<file path="src/rtl/veer_types.sv">
// Shared types and constants for the fixed-latency divider and its writeback control.
package veer_types;

  typedef enum logic [1:0] {
    IDLE = 2'd0,
    BUSY = 2'd1,
    WB   = 2'd2
  } div_wb_state_t;

  // The divider wrapper uses this same value, so both ends agree on the latency.
  localparam int DIV_MBPTA_LATENCY = 33;
  localparam int DIV_CNT_W         = 6;

  function automatic logic [DIV_CNT_W-1:0] sat_inc(input logic [DIV_CNT_W-1:0] v);
    return (v == '1) ? v : v + 1'b1;
  endfunction

endpackage

</file>
<file path="src/rtl/exu_div_lat_chk.sv">
// Latency checker for one in-flight divide: saturating cycle counter plus the
// finish-time and timeout comparisons.
module exu_div_lat_chk
  import veer_types::*;
#(
  parameter int LATENCY = DIV_MBPTA_LATENCY,
  parameter int TIMEOUT = 48
) (
  input  logic clk,
  input  logic rst_l,
  input  logic start,
  input  logic run,
  input  logic finish,
  output logic on_time,
  output logic early_late,
  output logic timeout
);

  localparam logic [DIV_CNT_W-1:0] LAT_CNT = DIV_CNT_W'(LATENCY);
  localparam logic [DIV_CNT_W-1:0] TO_CNT  = DIV_CNT_W'(TIMEOUT);

  logic [DIV_CNT_W-1:0] cnt;

  // Counter reads k in the k-th cycle after issue; it returns to zero when the op ends.
  always_ff @(posedge clk or negedge rst_l) begin
    if (!rst_l) begin
      cnt <= '0;
    end else if (start) begin
      cnt <= DIV_CNT_W'(1);
    end else if (run) begin
      cnt <= sat_inc(cnt);
    end else begin
      cnt <= '0;
    end
  end

  assign on_time    = finish & (cnt == LAT_CNT);
  assign early_late = finish & (cnt != LAT_CNT);
  assign timeout    = ~finish & (cnt == TO_CNT);

endmodule

</file>
<file path="src/rtl/exu_div_wb_ctl.sv">
// Divide writeback control: tracks one in-flight divide from issue to register-file
// writeback and flags any deviation from the fixed divider latency.
module exu_div_wb_ctl
  import veer_types::*;
#(
  parameter int DIV_LATENCY = DIV_MBPTA_LATENCY,
  parameter int TIMEOUT     = 48
) (
  input  logic        clk,
  input  logic        rst_l,
  input  logic        scan_mode,
  input  logic        div_issue,
  input  logic [4:0]  div_rd,
  input  logic        flush_lower,
  input  logic        finish,
  input  logic [31:0] div_out,
  input  logic        wb_grant,
  output logic        busy,
  output logic        wb_valid,
  output logic [4:0]  wb_rd,
  output logic [31:0] wb_data,
  output logic        div_done,
  output logic        lat_err
);

  div_wb_state_t state, state_nxt;
  logic [4:0]    rd_q;
  logic [31:0]   data_q;
  logic          on_time, early_late, timeout;
  logic          fin_any, capture, lat_err_set, start, run;

  // scan_mode only matters for hand-instantiated flop cells; flops here are inferred.
  logic unused_scan_mode;
  assign unused_scan_mode = scan_mode;

  assign fin_any = on_time | early_late;
  assign start   = (state_nxt == BUSY) & (state != BUSY);
  assign run     = (state == BUSY) & (state_nxt == BUSY);

  exu_div_lat_chk #(
    .LATENCY (DIV_LATENCY),
    .TIMEOUT (TIMEOUT)
  ) u_lat_chk (
    .clk        (clk),
    .rst_l      (rst_l),
    .start      (start),
    .run        (run),
    .finish     (finish),
    .on_time    (on_time),
    .early_late (early_late),
    .timeout    (timeout)
  );

  always_ff @(posedge clk or negedge rst_l) begin
    if (!rst_l) begin
      state <= IDLE;
    end else begin
      state <= state_nxt;
    end
  end

  // Flush wins over finish in BUSY; once in WB the divide is architecturally done.
  always_comb begin
    state_nxt   = state;
    capture     = 1'b0;
    lat_err_set = 1'b0;
    case (state)
      IDLE: begin
        if (finish) lat_err_set = 1'b1;
        if (div_issue && !flush_lower) state_nxt = BUSY;
      end
      BUSY: begin
        if (div_issue) lat_err_set = 1'b1;
        if (flush_lower) begin
          state_nxt = IDLE;
        end else if (fin_any) begin
          capture   = 1'b1;
          state_nxt = (rd_q != 5'd0) ? WB : IDLE;
          if (early_late) lat_err_set = 1'b1;
        end else if (timeout) begin
          state_nxt   = IDLE;
          lat_err_set = 1'b1;
        end
      end
      WB: begin
        if (finish) lat_err_set = 1'b1;
        if (wb_grant) begin
          state_nxt = (div_issue && !flush_lower) ? BUSY : IDLE;
        end else if (div_issue) begin
          lat_err_set = 1'b1;
        end
      end
      default: state_nxt = IDLE;
    endcase
  end

  always_comb begin
    busy     = (state != IDLE);
    wb_valid = 1'b0;
    wb_rd    = 5'd0;
    wb_data  = 32'd0;
    div_done = 1'b0;
    case (state)
      BUSY: div_done = capture & (rd_q == 5'd0);
      WB: begin
        wb_valid = 1'b1;
        wb_rd    = rd_q;
        wb_data  = data_q;
        div_done = wb_grant;
      end
      default: ;
    endcase
  end

  always_ff @(posedge clk or negedge rst_l) begin
    if (!rst_l) begin
      rd_q    <= 5'd0;
      data_q  <= 32'd0;
      lat_err <= 1'b0;
    end else begin
      if (start) rd_q <= div_rd;
      if (capture) data_q <= div_out;
      if (lat_err_set) lat_err <= 1'b1;
    end
  end

endmodule

</file>
<file path="config.mk">
export PLATFORM = sky130hd
export DESIGN_NAME = exu_div_wb_ctl
export DESIGN_NICKNAME = d
export VERILOG_FILES = /design/src/rtl/veer_types.sv /design/src/rtl/exu_div_lat_chk.sv /design/src/rtl/exu_div_wb_ctl.sv
export SDC_FILE = /design/constraint.sdc
export NUM_CORES = 1
export LEC_CHECK = 0
export CAP_MARGIN = 20
export CORE_ASPECT_RATIO = 0.5
export CORE_MARGIN = 5
export CORE_UTILIZATION = 25
export DETAILED_ROUTE_END_ITERATION = 7
export DONT_BUFFER_PORTS = 1
export SKIP_CTS_REPAIR_TIMING = 1
export SLEW_MARGIN = 40
export SYNTH_ARGS = -nofsm -noshare
export SYNTH_HDL_FRONTEND = slang
export SYNTH_SLANG_ARGS = --single-unit
</file>
<file path="constraint.sdc">
create_clock -name clk -period 6.09 [get_ports clk]
set_input_delay 1.218 -clock clk [delete_from_list [all_inputs] [get_ports clk]]
set_output_delay 1.218 -clock clk [all_outputs]
set_load 0.05 [all_outputs]
</file>
# Word-level counts from Yosys, hierarchy flattened
# Cells that the tools add are included.
[word_totals]
ff_bits = 46
input_bits = 44
output_inout_bits = 41
wordCells = 56
[classes]
addsub = 1
n_eq_ne = 9
muxes = 27
bitwise = 8
n_reduce_logical = 6
[op_table]
columns = ["operator", "count"]
rows = [
  ["two-way mux 32 bit", 1],
  ["equality test 6 bit, second input constant", 3],
  ["two-way mux 6 bit", 3],
  ["two-way mux 1 bit", 13],
  ["two-way mux 2 bit", 6],
  ["adder 6 x 1 -> 6 bit, second input constant", 1],
  ["bitwise AND 1 bit", 6],
  ["inequality test 6 bit, second input constant", 1],
  ["case mux 2 bit (3 select lines)", 1],
  ["zero test 5 bit", 1],
  ["two-way mux 5 bit", 1],
  ["nonzero test 5 bit", 1],
  ["equality test 2 x 1 -> 1 bit, second input constant", 2],
  ["inequality test 3 bit, second input constant", 1],
  ["case mux 1 bit (3 select lines)", 1],
  ["equality test 2 bit, second input constant", 1],
  ["zero test 2 bit", 1],
  ["inequality test 2 x 1 -> 1 bit, second input constant", 1],
  ["case mux 1 bit (2 select lines)", 1],
  ["nonzero test 2 bit", 1],
  ["logical AND 1 bit", 1],
  ["zero test 1 bit", 1],
  ["inverter 1 bit", 1],
  ["OR 1 bit", 1],
]

# Longest topological paths before layout
[depth]
depth_word = 10
ltp_mapped = 8
ltp_nobuf = 8

# Hierarchy
# From an unflattened synthesis, not the netlist that was laid out.
[hier_totals]
hier_cells = 201
area_unflattened_um2 = 2358.5
[by_module_without_submodules]
columns = ["mod", "n_inst", "cells_per_inst", "area_per_inst_um2", "seq_area_each_um2"]
rows = [
  ["exu_div_wb_ctl", 1, 158, 1970.6, 1001.0],
  ["exu_div_lat_chk", 1, 43, 387.9, 150.1],
]

# Worst setup path after synthesis
# OpenSTA, ideal clock, no wires.
[synth_path]
path_kind = "in2out"
from = "input flush_lower"
to = "output div_done"
arrival_time_ps = 2374
t_required_ps = 4872
setup_slack_ps = 2498
cell_stages = 4
path_buffers = 0
path_cell_list = "nand3b_1 -> nor3_1 -> a21oi_1 -> nor2b_1"
[synth_between]
elab_chain_len = 4
[synth_lines]
columns = ["item", "line_no", "rtl"]
rows = [
  ["start, declared", "exu_div_wb_ctl.sv:14", "input logic flush_lower,"],
  ["two-way mux 1 bit", "exu_div_wb_ctl.sv:74", "if (flush_lower) begin"],
  ["two-way mux 1 bit", "exu_div_wb_ctl.sv:67", "case (state)"],
  ["bitwise AND 1 bit", "exu_div_wb_ctl.sv:104", "BUSY: div_done = capture & (rd_q == 5'd0);"],
  ["case mux 1 bit (2 select lines)", "exu_div_wb_ctl.sv:103", "case (state)"],
  ["end, declared", "exu_div_wb_ctl.sv:22", "output logic div_done,"],
]
# Every way passes these cells.

# Final worst setup path
# Same ends and word-level chain as after synthesis.

==> metrics.cfg <==
[run]
cap_violations=0

[placement]
port_buffers=0
gp_congestion=0.7484
dp_hpwl_um=3882
dp.cells=304
placed_area_um2=2421

[pwr]
combPwrFrac_pct=37.7
ir_worst_vdd_mv=0.1184
power_switching_share_pct=37.78
p_leak_nw=1.114
intPower_mw=0.8569
clock_power_share_pct=25.8
totalPowerFinal_mw=1.377
seq_power_share_pct=36.5
p_switching_mw=0.5202
p_per_area_nw_per_um2=525.6

[cts]
clock_latency_ns=0.28
cts_sinks=46
clockBufferDepth=2
clk_pin_slew_ns=0.06
cts_tree=built
cts_buffers=5
cts.htree.levels=2
cts_root_buf=clkbuf_16

[global_routing]
track_usage_pct=8.801
grt_max_degree=47
grt_pass1_wl_um=8052
antenna_found_initial=0
grt_pass1_vias=1525
gr-total-overflow=0

[floorplanning]
fp.dieW_um=145.2
core_um2=8798
die-area_um2=11260
start_util_pct=25.95
die_height_um=77.58
rows=24
io_pins=85

[worst_setup_path]
path_buf_inv=1
worstPathRequired_ns=4.87
rr_startpoint=state[0]$_DFF_PN0_
worstSetupPathDepth=5
cp_max_fo=34
cp_top_family=simple AND/OR/NAND/NOR gates
cpMaxStageDelayCell=nor2b_2
critPathCaptureType=primary output
crit_chain=nand3b_1 > buf_4 > nor3_1 > a21oi_1 > nor2b_2
slowest_delay_ns=0.50
cp.arrival_ns=2.41
critPathKind=in2out
reg2reg_depth=8
start_kind=primary input
crit_start=flush_lower

[timing]
post-route-min-period_ns=3.632
timing.fmax_mhz=275.4
setup_viol=0
worstMarginPinSlew_ns=0.7011
post-route-period-util_pct=59.63
maxSlewHeadroom_pct=53.26
skew_ns=0.002383
totalNegativeSetupSlack_ns=0
hold_viol=0
rsz0062_at_grt=false
maxSlewViolCount=0

[finish]
drive_above_1_share_pct=24.62
layout.cells.non_filler=312
regArea_um2=1151
final_core_util_pct=29.78
fin_area_um2=2620
area_growth_pct=14.74
multi_input_area_um2=1086
n_antenna_cell=0
fill_cells=892
fin_nets=245

[detailed_routing]
first_pass_iters=3
vias_per_cell=4.503
drtAntennaViolNets=0
post-route-drc-count=0
vias=1405
drt-total-wl_um=5091
wire_per_inst_um=16.32
drt_iter0_markers=60

[yosys]
ys_warn_count=0
synth_area_um2=2283
synth_cell_types=35
ys_seq_area_share_pct=50.41
ys_ff_latch=46
syn-num-nets=243
synth_flop_cell=dfrtp_1
synth_cells=192
async_flop_share_pct=100.0
synth_edf_count=0
syn_area_per_cell_um2=11.89

[min_path]
hp-class=reg2reg
hold_path_depth=1
worstHoldStart=data_q[30]$_DFFE_PN0N_

[outcome]
status=finished clean

## cells in the final DEF, fill, tap and decap left out, drive strengths merged
| cell | Yosys | final |
|---|---|---|
| o31ai | 1 | 1 |
| a211oi | 4 | 4 |
| o211a | 1 | 1 |
| a311oi | 1 | 1 |
| nand2 | 1 | 1 |
| nand4bb | 1 | 1 |
| a21oi | 2 | 2 |
| ha | 7 | 7 |
| o21ai | 4 | 4 |
| o21bai | 2 | 2 |
| o311a | 1 | 1 |
| or4 | 1 | 1 |
| and3 | 2 | 2 |
| nor3 | 2 | 2 |
| a31oi | 2 | 2 |
| mux2 | 37 | 37 |
| xnor2 | 2 | 2 |
| dfrtp | 46 | 46 |
| nand3 | 4 | 4 |
| bufinv | 0 | 2 |
| nor2 | 9 | 9 |
| o211ai | 2 | 2 |
| clkbuf | 7 | 6 |
| nand3b | 1 | 1 |
| buf | 0 | 2 |
| a21boi | 1 | 1 |
| a31o | 1 | 1 |
| mux2i | 1 | 1 |
| and2 | 38 | 38 |
| nor2b | 3 | 3 |
| inv | 6 | 6 |
| nand2b | 2 | 2 |
## path summary, 6_finish.rpt
check                           slack (ns)                      to
worst max-delay path                  2.46                div_done
worst min-delay path                  0.50  data_q[30]$_DFFE_PN0N_
worst max register to register        3.18     rd_q[1]$_DFFE_PN0N_
worst min register to register        0.50  data_q[30]$_DFFE_PN0N_
max in group asynchronous             5.37      state[0]$_DFF_PN0_
min in group asynchronous             0.63  data_q[11]$_DFFE_PN0N_
## power groups by stage
stage	combinational, mW	clock [mW]	sequential (mW)
floorplan	0.465	0	0.485
global placement	0.511	0	0.500
detailed placement	0.526	0	0.509
CTS	0.527	0.366	0.504
global route	0.558	0.378	0.521
finish	0.519	0.355	0.503
## layout make-up
cell class | instances | share of cell area [%]
clock buffers | 6 | 5.301
clock inverters | 2 | 2.292
inverters | 6 | 0.8596
multi-input cells | 133 | 41.45
flip-flops and latches | 46 | 43.93
well taps | 117 | 5.587
repair buffers | 2 | 0.5731
## per-stage QoR
step / worst slack [ns] / hold WS (ns)
floorplan: 2.498 / 0.4640
global placement: 2.186 / 0.4801
detailed placement: 2.459 / 0.4854
CTS: 2.446 / 0.5000
global route: 2.298 / 0.5071
finish: 2.458 / 0.4987
## logic make-up after synthesis
family / synth area share, %
AOI/OAI and AO/OA: 7.179
xor gates and xnor gates: 0.7673
adders and majority gates: 3.835
buffers and inverters: 2.137
DFF: 50.41
muxes: 18.68
and+or+nand+nor: 16.99
## synthesized netlist by cell type (all sizes together) (3+ instances only)
cell / instances / share of area (%)
dfrtp: 46 / 50
and2: 38 / 10
mux2: 37 / 18
nor2: 9 / 1.5
clkbuf: 7 / 1.2
ha: 7 / 3.8
inv: 6 / 0.99
a211oi: 4 / 1.3
nand3: 4 / 0.88
o21ai: 4 / 0.88
nor2b: 3 / 0.82
## routing by layer
metal / vias up / share of wire (%) / global-route usage [%]
met1: 725 / 39 / 9.244
met3: 4 / 3.4 / 2.386
li1: 662 / - / -
met5: - / 0 / 0
met4: 0 / 0.96 / 3.259
met2: 14 / 57 / 17.00
## worst register-to-register path, stage by stage (launching register included)
cell      delay [ns]
dfrtp_1         0.41
inv_1           0.11
ha_1            0.62
buf_4           0.43
a211oi_1        0.13
a211oi_1        0.23
o31ai_1         0.18
nor3_4          0.32
mux2_1          0.36
## registers in the layout (all words and copies together) (netlist names)
| register | flops |
|---|---|
| data_q | 32 |
| rd_q | 5 |
| u_lat_chk.cnt | 6 |
| lat_err | 1 |
| state | 2 |
Power figures use the tool's default switching activity.
